--- config.mk ---
export PLATFORM = sky130hd
export DESIGN_NAME = updown_counter_mod
export DESIGN_NICKNAME = d
export VERILOG_FILES = /design/src/rtl/updown_pkg.sv /design/src/rtl/updown_next.sv /design/src/rtl/updown_counter_mod.sv
export SDC_FILE = /design/constraint.sdc
export NUM_CORES = 1
export LEC_CHECK = 0
export ABC_AREA = 1
export BUFFER_PORTS_ARGS = -buffer_cell sky130_fd_sc_hd__buf_4
export CORE_UTILIZATION = 45
export CTS_CLUSTER_DIAMETER = 50
export DETAILED_ROUTE_END_ITERATION = 8
export PLACE_DENSITY = 0.69
export SYNTH_ARGS = -nofsm -noshare
export SYNTH_HDL_FRONTEND = slang
export SYNTH_HIERARCHICAL = 1
export SYNTH_SLANG_ARGS = --single-unit
--- constraint.sdc ---
create_clock -name clk -period 1.95 [get_ports clk]
set_clock_uncertainty 0.15 [all_clocks]
set_input_delay 0.2925 -clock clk [delete_from_list [all_inputs] [get_ports clk]]
set_output_delay 0.2925 -clock clk [all_outputs]
set_load 0.005 [all_outputs]
--- src/rtl/updown_pkg.sv ---
// Shared definitions for the parametrised up/down counter: direction encodings
// and the default top count for a given width.
package updown_pkg;

  localparam logic MODE_UP   = 1'b1;
  localparam logic MODE_DOWN = 1'b0;

  function automatic int default_max(input int width);
    return (1 << width) - 1;
  endfunction

endpackage

--- src/rtl/updown_next.sv ---
// Combinational next-count and boundary detection for updown_counter_mod.
// SATURATE selects hold-at-boundary instead of wrap-around.
module updown_next
  import updown_pkg::*;
#(
  parameter int WIDTH    = 8,
  parameter int MAX      = 255,
  parameter bit SATURATE = 1'b0
) (
  input  logic [WIDTH-1:0] count_i,
  input  logic             mode_i,
  output logic [WIDTH-1:0] next_count_o,
  output logic             boundary_o
);

  localparam logic [WIDTH-1:0] MAX_VAL = WIDTH'(MAX);
  localparam logic [WIDTH-1:0] ONE     = WIDTH'(1);

  // An out-of-range count is pulled back to the natural start of the
  // direction of travel; it is not treated as a boundary step.
  always_comb begin
    next_count_o = count_i;
    boundary_o   = 1'b0;
    if (mode_i == MODE_UP) begin
      if (count_i == MAX_VAL) begin
        boundary_o   = 1'b1;
        next_count_o = SATURATE ? MAX_VAL : '0;
      end else if (count_i > MAX_VAL) begin
        next_count_o = '0;
      end else begin
        next_count_o = count_i + ONE;
      end
    end else begin
      if (count_i == '0) begin
        boundary_o   = 1'b1;
        next_count_o = SATURATE ? '0 : MAX_VAL;
      end else if (count_i > MAX_VAL) begin
        next_count_o = MAX_VAL;
      end else begin
        next_count_o = count_i - ONE;
      end
    end
  end

endmodule

--- src/rtl/updown_counter_mod.sv ---
// Up/down counter with programmable modulus, preset, clamped load and a registered
// terminal-count pulse. Define UPDOWN_COUNTER_SATURATE_EN to saturate instead of wrap.
module updown_counter_mod
  import updown_pkg::*;
#(
  parameter int WIDTH = 8,
  parameter int MAX   = default_max(WIDTH)
) (
  input  logic             clk,
  input  logic             reset,
  input  logic             preset,
  input  logic             load,
  input  logic [WIDTH-1:0] load_val,
  input  logic             enable,
  input  logic             mode,
  output logic [WIDTH-1:0] count,
  output logic             tc,
  output logic             at_max,
  output logic             at_zero
);

  localparam logic [WIDTH-1:0] MAX_VAL = WIDTH'(MAX);

`ifdef UPDOWN_COUNTER_SATURATE_EN
  localparam bit SATURATE = 1'b1;
`else
  localparam bit SATURATE = 1'b0;
`endif

  logic [WIDTH-1:0] count_q, count_d;
  logic             tc_q, tc_d;
  logic [WIDTH-1:0] step_count;
  logic             step_boundary;

  updown_next #(
    .WIDTH    (WIDTH),
    .MAX      (MAX),
    .SATURATE (SATURATE)
  ) u_next (
    .count_i      (count_q),
    .mode_i       (mode),
    .next_count_o (step_count),
    .boundary_o   (step_boundary)
  );

  // Preset beats load beats counting; tc is only ever set by an enabled boundary step.
  always_comb begin
    count_d = count_q;
    tc_d    = 1'b0;
    if (preset) begin
      count_d = MAX_VAL;
    end else if (load) begin
      count_d = (load_val > MAX_VAL) ? MAX_VAL : load_val;
    end else if (enable) begin
      count_d = step_count;
      tc_d    = step_boundary;
    end
  end

  always_ff @(posedge clk or posedge reset) begin
    if (reset) begin
      count_q <= '0;
      tc_q    <= 1'b0;
    end else begin
      count_q <= count_d;
      tc_q    <= tc_d;
    end
  end

  assign count   = count_q;
  assign tc      = tc_q;
  assign at_max  = (count_q == MAX_VAL);
  assign at_zero = (count_q == '0);

endmodule

Word-level counts from Yosys, hierarchy flattened
Cells that the tools add are included.
{"block": "word_totals", "reg_bits": 9, "word_cells": 24, "output_inout_bits": 11}
{"block": "classes", "mux": 15, "n_lt_le_gt_ge": 2, "reduce_logical": 2, "n_eq_ne": 1, "n_addsub": 2}
{"op": "8-bit two-way mux", "count": 9}
{"op": "8-bit greater-than comparator, second input constant", "count": 2}
{"op": "8-bit by 1-bit adder with 8-bit output, second input constant", "count": 1}
{"op": "8-bit == test, second input constant", "count": 1}
{"op": "8-bit zero test", "count": 1}
{"op": "8-bit by 1-bit subtractor with 8-bit output, second input constant", "count": 1}
{"op": "1-bit two-way mux", "count": 6}
{"op": "3-bit nonzero test", "count": 1}

Logic depth before layout (Yosys ltp)
{"block": "depth", "word_depth": 7, "ltp_mapped": 11, "depth_no_buf": 11}

Cells and area by module
The synthesis kept the hierarchy.
{"mod": "updown_counter_mod", "cells_per_inst": 76, "seq_area_each_um2": 225.2, "area_per_inst_um2": 551.8, "n_inst": 1}
{"mod": "updown_next", "cells_per_inst": 85, "seq_area_each_um2": 0.0, "area_per_inst_um2": 441.7, "n_inst": 1}

Worst setup path before layout
Ideal clock, no wire load.
{"block": "synth_path", "path_type": "register to register", "start": "register count_q[0] (netlist: count[0])", "end": "register count_q[5] (netlist: count[5])", "slack_ns": 0.332, "arrival_time_ns": 1.351, "setup_time_ns": 0.117, "period_less_slack_ns": 1.618, "stages_incl_launch_ff": 12, "path_cell_list": "dfrtp_1 > inv_1 > ha_1 > nand2_1 > nor2_4 > nand3b_1 > nand2_1 > nand2_1 > nand2_1 > nand3_1 > nand2_1 > nand2_1"}
{"block": "synth_between", "elab_chain_len": 7, "elab_cells_between_ends": 13, "cone_classes": "2 x add/sub; 1 x order compare; 1 x eq/ne; 8 x mux; 1 x reduce/logical"}
{"item": "from (decl)", "line_no": "updown_counter_mod.sv:30", "source": "logic [WIDTH-1:0] count_q, count_d;"}
{"item": "from (signal assigned)", "line_no": "updown_counter_mod.sv:65", "source": "count_q <= count_d;"}
{"item": "8-bit by 1-bit subtractor with 8-bit output (tied with other cells)", "line_no": "updown_next.sv:40", "source": "next_count_o = count_i - ONE;"}
{"item": "8-bit two-way mux, on equally long branches", "line_no": "updown_next.sv:37, updown_next.sv:28"}
{"item": "8-bit two-way mux, on equally long branches", "line_no": "updown_next.sv:34, updown_next.sv:25"}
{"item": "8-bit two-way mux *", "line_no": "updown_next.sv:24", "source": "if (mode_i == MODE_UP) begin"}
{"item": "via step_count[5]", "line_no": "updown_counter_mod.sv:32", "source": "logic [WIDTH-1:0] step_count;"}
{"item": "8-bit two-way mux *", "line_no": "updown_counter_mod.sv:54", "source": "end else if (enable) begin"}
{"item": "8-bit two-way mux *", "line_no": "updown_counter_mod.sv:52", "source": "end else if (load) begin"}
{"item": "8-bit two-way mux *", "line_no": "updown_counter_mod.sv:50", "source": "if (preset) begin"}
The timed path passes the listed nets; every way through them passes the cells marked *. The select of a mux whose other input is x is not followed.
A chain may end at the register's enable or synchronous reset.

Final worst setup path
{"block": "layout_path", "start": "register count_q[0] (netlist: count[0])", "end": "register count_q[4] (netlist: count[4])"}
The elaborated chain is that of the path after synthesis.

==> results.toml <==
[outcome]
outcome = "finished clean"

[pwr]
p_seq_share_pct = 36.4
comb_power_share_pct = 43.1
clkPwrFrac_pct = 20.5
p_int_mw = 0.412
p_sw_share_pct = 40.1
power_switching_mw = 0.275
power.density_mw_per_mm2 = 545
p_leak_nw = 0.671
vdd_drop_max_mv = 0.315

[global_routing]
grt_pass1_wl_um = 4690
grt_usage_pct = 25.5
antenna_found_initial = 0
grt_pass1_vias = 1014
gr-total-overflow = 0
grt_max_degree = 12

[cts]
cts_tree = "built"
insertion_delay_ns = 0.25
htreeDepth = 1
cts_buffer_depth = 2
cts_buffers = 3
clockRootBuffer = "clkbuf_4"
clock-sinks = 9
clkTransAtPathRegs_ns = 0.06

[timing]
timing.hold.ws_ns = 0.159
relSlewSlack_pct = 75.4
rsz0062_at_grt = "false"
period_minus_slack_ns = 1.76
max_freq_mhz = 567
fin_crit_sh_pct = 90.4
setup_viol = 0
max_slew.worst_pin.slew_ns = 0.370
hold_viol_final = 0
slew_violations = 0
finalSetupTns_ns = 0

[placed_design]
gp_congestion = 0.948
io_buffers = 24
hpwl_um = 2120

[critical_path]
crit_type = "reg -> reg"
ff2ff_path_depth = 11
worstPathArrival_ns = 1.76
path_max_fanout = 8
worstReg2RegEnd = "count[4]"
critPathRequiredTime_ns = 1.94
worst_path_largest_cell_delay_ns = 0.48
crit_path_frequent_cell = "nand2_1"
reg2reg_slack_ns = 0.19
r2r-start = "count[0]"
critPathLaunch = "count[0]"
setup.worst_path.end = "count[4]"
timing.critical_path.slowest_stage_cell = "dfrtp_2"
start_kind = "flop"
crit_chain = "inv_2 -> ha_2 -> nand2_1 -> nand2_1 -> nand3_1 -> o21ai_1 -> nand2_1 -> nand2_1 -> nand3_1 -> nand2_1 -> nand2_1"
cp-end-kind = "flop"

[synthesis]
syn_nets = 178
synth.distinct_cells = 26
synth_area_sq_um = 993
yosysSeqAreaShare_pct = 22.7
yosysWarnings = 6
synth-seq-cells = 9
syn_area_per_cell_sq_um = 6.17
synth_cells = 161

[drt]
dr_total_vias = 1207
ant_nets = 0
dr.pass1.iters = 4
viasPerCell = 5.51
post_drt_wl_per_cell_um = 12.7
wl_um = 2770
drtIter0Drc = 64
drcViolationCount = 0

[floorplan]
rows = 16
initial_core_util_pct = 49.1
core_sq_mm = 0.00202
die_w_um = 49.0
dieArea_sq_mm = 0.00240
die_h_um = 49.0
ios = 25

[final_layout]
drive_gt1_share_pct = 26.6
num_antenna_cells = 0
area_delta_synth_final_pct = 27.0
final_nets = 210

[worst_hold_path]
hp-class = "in -> reg"

[run]
max_cap_viol_count = 0
-- cells in the final DEF (no fill, tap or decap), drive strengths merged --
cell type	n
nand3	22
a21oi	1
a31oi	1
buf	27
nand2	75
o31ai	1
inv	12
dlygate4sd3	1
o21ai	6
clkbuf	4
clkinv	1
nand3b	2
dfrtp	9
ha	3
o21bai	1
nor2	19
xnor2	1
xor2	2
o211ai	1
nand4	3
-- kinds of logic after synthesis --
family | after synthesis | share of synthesized area (%)
AO/OA/AOI/OAI | 11 | 7.18
buffers and inverters | 14 | 7.30
XOR/XNOR | 3 | 2.65
adder cells (fa/ha/maj) | 3 | 3.78
AND/OR/NAND/NOR | 121 | 56.4
flip-flops | 9 | 22.7
-- registers in the layout (all words and copies together) (netlist names) --
name	count
count	8
tc	1
-- power by group through the flow --
stage / clock network [mW] / logic (mW) / registers, mW
after floorplan: 0 / 0.181 / 0.247
after global placement: 0 / 0.285 / 0.252
after detailed placement: 0 / 0.288 / 0.252
after CTS: 0.145 / 0.291 / 0.249
after global routing: 0.154 / 0.332 / 0.256
final: 0.141 / 0.296 / 0.251
-- cell type report --
cell class	instances	area, sq um
clock buffer	4	26.3
fill	202	761
inverter	13	61.3
multi-input combinational	138	701
sequential	9	226
tap	27	33.8
timing repair buffer	28	213
-- layer usage --
| metal | vias up | share of wire, % | global-route usage, % |
|---|---|---|---|
| met2 | 62 | 46 | 39.1 |
| met4 | 0 | 2.6 | 10.8 |
| li1 | 580 | - | - |
| met1 | 557 | 42 | 36.1 |
| met3 | 8 | 9.3 | 2.80 |
| met5 | - | 0 | 0 |
-- synth_stat cells --
cell	instances	share of area (%)
o211ai_1	1	0.76
inv_2	4	1.5
nand3b_1	1	0.76
o21ai_1	3	1.5
buf_6	1	1.1
nand2_2	3	1.9
nor2_1	14	5.3
nand2_1	71	27
o31ai_1	1	0.76
xor2_1	2	1.8
clkinv_8	1	1.6
nand3_1	22	11
nor2_2	2	1.3
nand3b_4	1	2.0
a31oi_1	1	0.63
o21ai_0	3	1.5
a21oi_2	1	0.88
nand4_1	3	1.9
o21bai_2	1	1.1
dfrtp_1	9	23
nand2_4	1	1.1
nor2_8	1	2.0
nor2_4	2	2.3
ha_1	3	3.8
xnor2_1	1	0.88
inv_1	8	3.0
-- timing repair --
item	in CTS	in global routing
setup buffers	0	0
hold endpoints to repair	9	0
hold buffers	1	0
resized for setup	0	4
setup endpoints to repair	0	7
-- worst min-delay path by stage --
stage | startpoint | end | slack [ns] | depth (start not counted)
floorplan | reset | count[0] | -0.03 | 1
global placement | reset | count[2] | 0.12 | 2
detailed placement | reset | count[5] | 0.13 | 2
CTS | enable | tc | 0.15 | 3
global route | enable | tc | 0.16 | 3
finish | enable | tc | 0.16 | 3
-- per-stage QoR --
step | power, mW | instance area, sq um | instances | setup WS (ns) | utilization (%)
final | 0.687 | 1260 | 219 | 0.187 | 62.4
after global routing | 0.742 | 1260 | 219 | 0.0226 | 62.4
after CTS | 0.686 | 1250 | 219 | 0.0992 | 62.1
after detailed placement | 0.540 | 1220 | 214 | 0.109 | 60.3
after global placement | 0.537 | 1220 | 214 | 0.125 | 60.3
after floorplan | 0.428 | 993 | 161 | 0.332 | -
-- critical path: cells and delay by family, from the launching register on --
kind / cells / cell delay [ns]
AND/OR/NAND/NOR: 8 / 0.55
flip-flops: 1 / 0.48
adder cells (fa/ha/maj): 1 / 0.22
AO/OA/AOI/OAI: 1 / 0.13
buffers and inverters: 1 / 0.12
(Power assumes the default switching activity.)
